==> src/rtl/memory_bus_arbiter.sv <==
// rtl/memory_bus_arbiter.sv - round-robin DRAM bus arbiter with response watchdog
// Optional build macro: ARBITER_FETCH_PRIORITY_EN (port 0 always wins when requesting)
module memory_bus_arbiter #(
    parameter int NUM_REQ        = 3,
    parameter int ADDR_W         = 21,
    parameter int DATA_W         = 64,
    parameter int TIMEOUT_CYCLES = 255
) (
    input  logic                      clk,
    input  logic                      reset_n,
    input  logic [NUM_REQ-1:0]        req_valid,
    input  logic [NUM_REQ-1:0]        req_write,
    input  logic [NUM_REQ*ADDR_W-1:0] req_addr,
    input  logic [NUM_REQ*DATA_W-1:0] req_wdata,
    output logic [NUM_REQ-1:0]        req_ready,
    output logic [NUM_REQ-1:0]        rsp_valid,
    output logic [DATA_W-1:0]         rsp_rdata,
    output logic                      rsp_error,
    output logic                      mem_req_valid,
    output logic                      mem_req_write,
    output logic [ADDR_W-1:0]         mem_req_addr,
    output logic [DATA_W-1:0]         mem_req_wdata,
    input  logic                      mem_req_ready,
    input  logic                      mem_rsp_valid,
    input  logic [DATA_W-1:0]         mem_rsp_rdata,
    output logic                      busy
);
    localparam int LG_W  = $clog2(NUM_REQ);
    localparam int TMR_W = $clog2(TIMEOUT_CYCLES + 1);
    localparam logic [LG_W-1:0]  LAST_RST = LG_W'(NUM_REQ - 1);
    localparam logic [TMR_W-1:0] TMR_MAX  = TMR_W'(TIMEOUT_CYCLES);

    localparam logic [1:0] ST_IDLE  = 2'd0;
    localparam logic [1:0] ST_ISSUE = 2'd1;
    localparam logic [1:0] ST_WAIT  = 2'd2;
    localparam logic [1:0] ST_RESP  = 2'd3;

    logic [1:0]        state_q, state_d;
    logic [LG_W-1:0]   owner_q, owner_d;
    logic [LG_W-1:0]   last_q, last_d;
    logic              write_q, write_d;
    logic [ADDR_W-1:0] addr_q, addr_d;
    logic [DATA_W-1:0] wdata_q, wdata_d;
    logic [DATA_W-1:0] rdata_q, rdata_d;
    logic              error_q, error_d;
    logic [TMR_W-1:0]  timer_q, timer_d;

    logic [NUM_REQ-1:0] cand;
    logic [LG_W-1:0]    ptr;
    logic [LG_W-1:0]    winner;
    logic               found;

    // Walk the ports starting one past the last owner, wrapping at NUM_REQ-1.
    always_comb begin
        cand = req_valid;
`ifdef ARBITER_FETCH_PRIORITY_EN
        cand[0] = 1'b0;
`endif
        ptr    = last_q;
        winner = '0;
        found  = 1'b0;
        for (int i = 0; i < NUM_REQ; i++) begin
            ptr = (ptr == LAST_RST) ? '0 : ptr + LG_W'(1);
            if (!found && cand[ptr]) begin
                found  = 1'b1;
                winner = ptr;
            end
        end
`ifdef ARBITER_FETCH_PRIORITY_EN
        if (req_valid[0]) begin
            found  = 1'b1;
            winner = '0;
        end
`endif
    end

    always_comb begin
        state_d = state_q;
        owner_d = owner_q;
        last_d  = last_q;
        write_d = write_q;
        addr_d  = addr_q;
        wdata_d = wdata_q;
        rdata_d = rdata_q;
        error_d = error_q;
        timer_d = timer_q;
        case (state_q)
            ST_IDLE: begin
                if (found) begin
                    owner_d = winner;
                    write_d = req_write[winner];
                    addr_d  = req_addr[winner*ADDR_W +: ADDR_W];
                    wdata_d = req_wdata[winner*DATA_W +: DATA_W];
                    state_d = ST_ISSUE;
                end
            end
            ST_ISSUE: begin
                if (mem_req_ready) begin
                    timer_d = '0;
                    state_d = ST_WAIT;
                end
            end
            ST_WAIT: begin
                timer_d = (timer_q == TMR_MAX) ? timer_q : timer_q + TMR_W'(1);
                // A response arriving on the timeout cycle still counts as success.
                if (mem_rsp_valid) begin
                    rdata_d = write_q ? '0 : mem_rsp_rdata;
                    error_d = 1'b0;
                    state_d = ST_RESP;
                end else if (timer_q == TMR_MAX) begin
                    rdata_d = '0;
                    error_d = 1'b1;
                    state_d = ST_RESP;
                end
            end
            default: begin
                last_d  = owner_q;
                state_d = ST_IDLE;
            end
        endcase
    end

    always_ff @(posedge clk) begin
        if (!reset_n) begin
            state_q <= ST_IDLE;
            owner_q <= '0;
            last_q  <= LAST_RST;
            write_q <= 1'b0;
            addr_q  <= '0;
            wdata_q <= '0;
            rdata_q <= '0;
            error_q <= 1'b0;
            timer_q <= '0;
        end else begin
            state_q <= state_d;
            owner_q <= owner_d;
            last_q  <= last_d;
            write_q <= write_d;
            addr_q  <= addr_d;
            wdata_q <= wdata_d;
            rdata_q <= rdata_d;
            error_q <= error_d;
            timer_q <= timer_d;
        end
    end

    assign req_ready     = (reset_n && state_q == ST_IDLE && found) ? (NUM_REQ'(1) << winner) : '0;
    assign rsp_valid     = (state_q == ST_RESP) ? (NUM_REQ'(1) << owner_q) : '0;
    assign rsp_rdata     = (state_q == ST_RESP) ? rdata_q : '0;
    assign rsp_error     = (state_q == ST_RESP) && error_q;
    assign mem_req_valid = (state_q == ST_ISSUE);
    assign mem_req_write = (state_q == ST_ISSUE) && write_q;
    assign mem_req_addr  = addr_q;
    assign mem_req_wdata = wdata_q;
    assign busy          = (state_q != ST_IDLE);
endmodule

==> config.mk <==
export PLATFORM = sky130hd
export DESIGN_NAME = memory_bus_arbiter
export DESIGN_NICKNAME = d
export VERILOG_FILES = /design/src/rtl/memory_bus_arbiter.sv
export SDC_FILE = /design/constraint.sdc
export NUM_CORES = 1
export LEC_CHECK = 0
export BUFFER_PORTS_ARGS = -buffer_cell sky130_fd_sc_hd__buf_4
export CORE_AREA = 2 2 189 191
export DETAILED_ROUTE_END_ITERATION = 8
export DIE_AREA = 0 0 191 193
export GPL_TIMING_DRIVEN = 0
export PLACE_DENSITY = 0.53
export REMOVE_ABC_BUFFERS = 1
export SKIP_CTS_REPAIR_TIMING = 1
export SLEW_MARGIN = 20
export SYNTH_ARGS = -nofsm -noshare
export SYNTH_HDL_FRONTEND = slang
export SYNTH_SLANG_ARGS = --single-unit
==> constraint.sdc <==
create_clock -name clk -period 1.8 [get_ports clk]
set_input_delay 0.27 -clock clk [delete_from_list [all_inputs] [get_ports clk]]
set_output_delay 0.27 -clock clk [all_outputs]
set_load 0.02 [all_outputs]
==> impl_metrics.csv, run 1 <==
group,metric,value,unit
status,status,"finished, violations left",
status,violations,"negative setup slack",
power,peakVddDrop,0.000651,V
clock_tree,cts_made_buffers,17,
power,p_leak,7.89,nW
final_layout,syn_to_final_growth,95.0,%
global_route,grtUsageMet1,18.4,%
global_route,track_usage,16.2,%
die,fp.coreArea,35000,um^2
critical_path,critical_path_class,"reg2out",
sta,final_hold_viol_count,0,
clock_tree,cts_tree,"done",
sta,fin_crit,2.17,ns
die,rows,69,
placed_design,pre_cts_ws,-0.949,ns
global_route,grt_max_degree,74,
sta,slew_viol_final,0,
synth,synth_cells,928,
global_route,grt_use_met3,6.26,%
synth,synthTopCellsByArea,"dfxtp_1 41%, mux2i_1 19%, nand2_1 10%, o221ai_1 7.1%, and2_1 5.2%",
routing,post_drt_wl_per_cell,18.3,um
placed_design,place_congestion,0.789,
die,die_h,193,um
clock_tree,root_buffer,"clkbuf_16",
synth,synth_top_area_share,40.6,%
synth,synthFlopType,"dfxtp_1",
global_route,grt_pass1_wl,45.6,mm
die,ios,488,
global_route,gr-total-overflow,0,
final_layout,fin_area,15800,um^2
clock_tree,path_clk_slew,0.07,ns
final_layout,final_nets,1885,
die,start_util,23.2,%
routing,route.detailed.drc,0,
clock_tree,clock_latency,0.44,ns
critical_path,worstPathArrival,1.90,ns
global_route,gr-max-usage-layer,"met2",
clock_tree,cts.path.max_buffers,2,
sta,worstMarginPinSlew,0.783,ns
sta,rsz0062_at_grt,"true",
final_layout,fin_util,45.3,%
final_layout,drive_gt1_share,55.7,%
synth,synthArstFlopShare,0,%
synth,synth_seq_cells,165,
placed_design,dpl_cell_area,12500,um^2
synth,seq_area_frac_synth,40.6,%
die,die_w,191,um
synth,synth_edf_count,0,
global_route,grt_antenna_before_repair,0,
global_route,grt_pass1_vias,8166,
synth,syn_area,8130,um^2
critical_path,start_kind,"flip-flop",
sta,setup_ws,-0.366,ns
routing,finalWirelength,37.1,mm
synth,yosys_warnings,0,
die,fp.dieArea,36900,um^2
clock_tree,htree_levels,4,
routing,ant_nets,0,
sta,final-setup-viol-count,128,
synth,yosysTopAreaCell,"dfxtp_1",
run,max-cap-violations,0,
routing,vias,9006,
critical_path,worstPathMaxFanout,7,
sta,final.period_utilization,120,%
power,powerDensity,1030,nW/um^2
synth,yosysUniqueCellTypes,37,
sta,relSlewSlack,47.2,%
critical_path,crit_path_end_kind,"output pin",
routing,drt_pass1_iterations,6,
critical_path,critPathRequiredTime,1.53,ns
routing,drt_iter0_drc,212,
synth,syn_area_per_cell,8.76,um^2
placed_design,dpl.hpwl,24.2,mm
placed_design,io_buffers,487,
routing,vias_per_cell,4.45,
final_layout,nFillCells,3397,
min_path,hold_path_class,"in2reg",
sta,finalClockSkew,0.0114,ns
sta,max_freq,0.462,GHz
clock_tree,clock-sinks,165,
global_route,grt.met2_usage,27.6,%
cells in the final DEF (no fill, tap or decap), drive strengths merged, types with 2 or more instances in the layout:
cell	netlist	final
nor2b	4	4
a21oi	8	8
dfxtp	165	165
mux2i	155	155
or3	4	4
nand3	4	4
o21a	2	2
buf	39	650
nor3b	2	2
nand2b	2	2
nand4	4	4
clkbuf	30	36
and2	68	69
ha	6	6
inv	94	99
nand2	225	225
nor2	9	9
or4	2	2
bufinv	0	3
o31ai	3	3
o21ai	7	7
clkinv	0	3
clkinvlp	0	4
o221ai	86	86
a211o	1	3
flip-flops by register name (all words and copies together) (netlist names):
register       count
owner_q            2
error_q            1
mem_req_wdata     64
rdata_q           64
timer_q            8
write_q            1
last_q             2
mem_req_addr      21
state_q            2
logic make-up after synthesis:
kind of cell	after synthesis	share of synthesized area (%)
XOR/XNOR	1	0.108
AND/OR/NAND/NOR	326	17.9
AO/OA/AOI/OAI	111	12.7
adder cells (fa/ha/maj)	6	0.924
buffers and inverters	163	8.47
multiplexers	156	19.2
flip-flops	165	40.6
final cells by class:
cell class | instances | area [um^2] | share of cell area [%]
timing repair buffer | 669 | 6110 | 38.6
antenna | 1 | 2.50 | 0.0158
inverter | 94 | 362 | 2.28
tap | 461 | 577 | 3.64
sequential | 165 | 3320 | 21.0
clock inverter | 15 | 193 | 1.22
clock buffer | 17 | 425 | 2.68
multi-input combinational | 603 | 4850 | 30.6
metal layers:
layer / vias to the layer above / share of wire [%]
li1: 4393 / -
met2: 341 / 51
met4: 0 / 1.7
met3: 32 / 8.2
met1: 4240 / 39
met5: - / 0
critical path: stages (launching register included):
cell	delay [ns]
dfxtp_4	0.36
inv_4	0.06
ha_4	0.17
o31ai_4	0.09
a211o_4	0.36
buf_8	0.17
nor2b_4	0.11
buf_6	0.12
final timing paths:
kind | to | from | depth (start not counted) | slack, ns
max | req_ready[0] | state_q[1]$_SDFFE_PN0P_ | 7 | -0.37
min reg2reg | rdata_q[3]$_SDFFE_PN0P_ | rdata_q[3]$_SDFFE_PN0P_ | 2 | 0.46
min | error_q$_SDFFE_PN0P_ | mem_rsp_valid | 2 | 0.06
max reg2reg | mem_req_wdata[16]$_SDFFE_PN0P_ | last_q[1]$_SDFFE_PN1N_ | 10 | -0.30
power by group:
| part | internal [mW] | leakage [nW] | total, mW | switching (mW) |
|---|---|---|---|---|
| clock | 2.22 | 0.295 | 3.94 | 1.72 |
| sequential | 4.39 | 1.35 | 4.83 | 0.444 |
| combinational | 3.83 | 6.24 | 7.54 | 3.71 |
| total | 10.4 | 7.89 | 16.3 | 5.88 |
synth_stat cells, drive strengths merged (2+ instances only):
cell type,n
nand2,225
dfxtp,165
mux2i,155
inv,94
o221ai,86
and2,68
buf,39
clkbuf,30
nor2,9
a21oi,8
o21ai,7
ha,6
nand3,4
nand4,4
nor2b,4
or3,4
o31ai,3
nand2b,2
nor3b,2
o21a,2
or4,2
metrics by stage:
step	power, mW	instances	hold WS [ns]	TNS (ns)
after CTS	14.4	1861	0.0400	-68.26
after floorplan	7.83	859	0.332	-784.76
final	16.3	2025	0.0621	-21.30
after global placement	10.4	1807	0.440	-1242.31
after global routing	17.1	2024	0.0504	-30.41
after detailed placement	10.4	1829	0.447	-71.73
No activity file was read; power rests on OpenSTA's default activity.
==> inputs of run 2 (changes only) <==
--- a/config.mk
+++ b/config.mk
@@ -13,6 +13,7 @@
 export PLACE_DENSITY = 0.53
 export REMOVE_ABC_BUFFERS = 1
 export SKIP_CTS_REPAIR_TIMING = 1
+export SKIP_LAST_GASP = 1
 export SLEW_MARGIN = 20
 export SYNTH_ARGS = -nofsm -noshare
 export SYNTH_HDL_FRONTEND = slang
==> run 2 against run 1 <==
Effect of this change: the run still ends with negative setup slack left; wire length shrank 0.18%; total power shrank 0.32%; clock skew grew 0.0046 ns; via count shrank 0.56%; critical path type unchanged.
==> impl_metrics.csv, run 2 (same netlist as run 1, synthesis figures left out) <==
group,metric,value,unit
status,status,"finished, violations left",
status,violations,"negative setup slack",
placed_design,dpl_cell_area,12500,um^2
routing,drt_pass1_iterations,6,
routing,met1Wirelength,14.4,mm
power,peakVddDrop,0.000649,V
routing,route.detailed.drc,0,
sta,fin_crit,2.17,ns
sta,relSlewSlack,47.3,%
placed_design,placedCellCount,1829,
run,max-cap-violations,0,
critical_path,r2r_end,"mem_req_wdata[16]$_SDFFE_PN0P_",
critical_path,worstPathArrival,1.90,ns
sta,worstMarginPinSlew,0.782,ns
power,powerDensity,1040,nW/um^2
global_route,grt_antenna_before_repair,0,
final_layout,final_nets,1885,
die,die_h,193,um
min_path,hold_depth,2,
clock_tree,clock_latency,0.45,ns
global_route,grt_pass1_vias,8166,
global_route,gr-total-overflow,0,
routing,post_drt_wl_per_cell,18.3,um
sta,setup_ws,-0.375,ns
placed_design,place_congestion,0.789,
critical_path,crit_path_end_kind,"output pin",
routing,finalWirelength,37.0,mm
routing,vias_per_cell,4.42,
min_path,holdPathEnd,"error_q$_SDFFE_PN0P_",
power,fin_total_pwr,16.3,mW
routing,drt_iter0_drc,214,
routing,dr_wl_met3,2.98,mm
die,fp.dieArea,36900,um^2
die,rows,69,
min_path,hold_path.startpoint,"mem_rsp_valid",
clock_tree,path_clk_slew,0.07,ns
routing,routed-wl-met2,19.0,mm
routing,vias,8956,
critical_path,critPathRequiredTime,1.53,ns
global_route,grt_pass1_wl,45.6,mm
critical_path,r2r_setup_slack,-0.30,ns
clock_tree,cts.path.max_buffers,2,
clock_tree,htree_levels,4,
critical_path,start_kind,"flip-flop",
sta,final-setup-viol-count,135,
routing,top_layer,"met4",
sta,rsz0062_at_grt,"true",
placed_design,io_buffers,487,
clock_tree,root_buffer,"clkbuf_16",
sta,max_freq,0.460,GHz
final_layout,syn_to_final_growth,92.9,%
placed_design,pre_cts_ws,-0.949,ns
sta,final_hold_viol_count,0,
power,p_leak,7.86,nW
critical_path,worstPathMaxFanout,7,
routing,ant_nets,0,
final_layout,drive_gt1_share,54.3,%
final_layout,fin_cells,2025,
critical_path,ff2ff_path_depth,10,
clock_tree,cts_tree,"done",
min_path,hold_path_class,"in2reg",
global_route,track_usage,16.2,%
final_layout,fin_util,44.9,%
sta,finalClockSkew,0.0161,ns
global_route,grt_max_degree,74,
final_layout,final_cell_mix,"551 x buf_4, 225 x nand2_1, 157 x dfxtp_1, 134 x mux2i_1, 90 x inv_1",
die,ios,488,
critical_path,rr_startpoint,"last_q[1]$_SDFFE_PN1N_",
die,die_w,191,um
placed_design,dpl.hpwl,24.2,mm
sta,slew_viol_final,0,
die,start_util,23.2,%
critical_path,critical_path_class,"reg2out",
clock_tree,clock-sinks,165,
sta,final.period_utilization,121,%
die,fp.coreArea,35000,um^2
final_layout,fin_area,15700,um^2
final_layout,layout_commonest_cell,"buf_4",
clock_tree,cts_made_buffers,17,
-- run 2: cell counts in the layout (fill, tap and decap cells not counted) --
Identical to the previous run, type by type.
-- run 2: worst max-delay path, cell delays in order, from the launching register on --
cell and delay [ns]:
dfxtp_4 0.36, inv_4 0.06, ha_4 0.17, o31ai_4 0.09
a211o_4 0.36, buf_8 0.17, nor2b_4 0.11, buf_6 0.12
-- run 2: layout make-up --
class / instances / area, um^2
diodes: 1 / 2.50
clock inverters: 15 / 193
inverters: 94 / 362
multi-input cells: 603 / 4780
flip-flops and latches: 165 / 3320
fillers: 3412 / 19300
clock buffers: 17 / 425
well taps: 461 / 577
repair buffers: 669 / 6020
-- run 2: metal layers --
layer | global-route usage (%) | vias up
met3 | 6.26 | 28
met5 | 0 | -
met2 | 27.6 | 321
li1 | - | 4400
met4 | 5.78 | 0
met1 | 18.4 | 4207
-- run 2: how the worst max path moves through the flow --
stage	startpoint	end	slack, ns	cells after the start
after global routing	last_q[1]$_SDFFE_PN1N_	req_ready[0]	-0.43	7
after floorplan	req_valid[0]	req_ready[1]	-6.62	3
after CTS	state_q[0]$_SDFFE_PN0P_	req_ready[1]	-1.08	7
after detailed placement	reset_n	req_ready[1]	-0.95	6
final	state_q[1]$_SDFFE_PN0P_	req_ready[0]	-0.37	7
after global placement	req_valid[0]	mem_req_wdata[35]$_SDFFE_PN0P_	-10.68	5
-- run 2: report_power, final --
group,total (mW),internal (mW),switching [mW]
Clock,3.94,2.22,1.72
Sequential,4.83,4.39,0.442
Combinational,7.50,3.81,3.69
-- run 2: per-stage QoR --
step                 TNS, ns  hold WS, ns
CTS                   -68.26       0.0400
finish                -23.77       0.0594
global route          -32.59       0.0504
detailed placement    -71.73        0.447
global placement    -1242.31        0.440
floorplan            -784.76        0.332
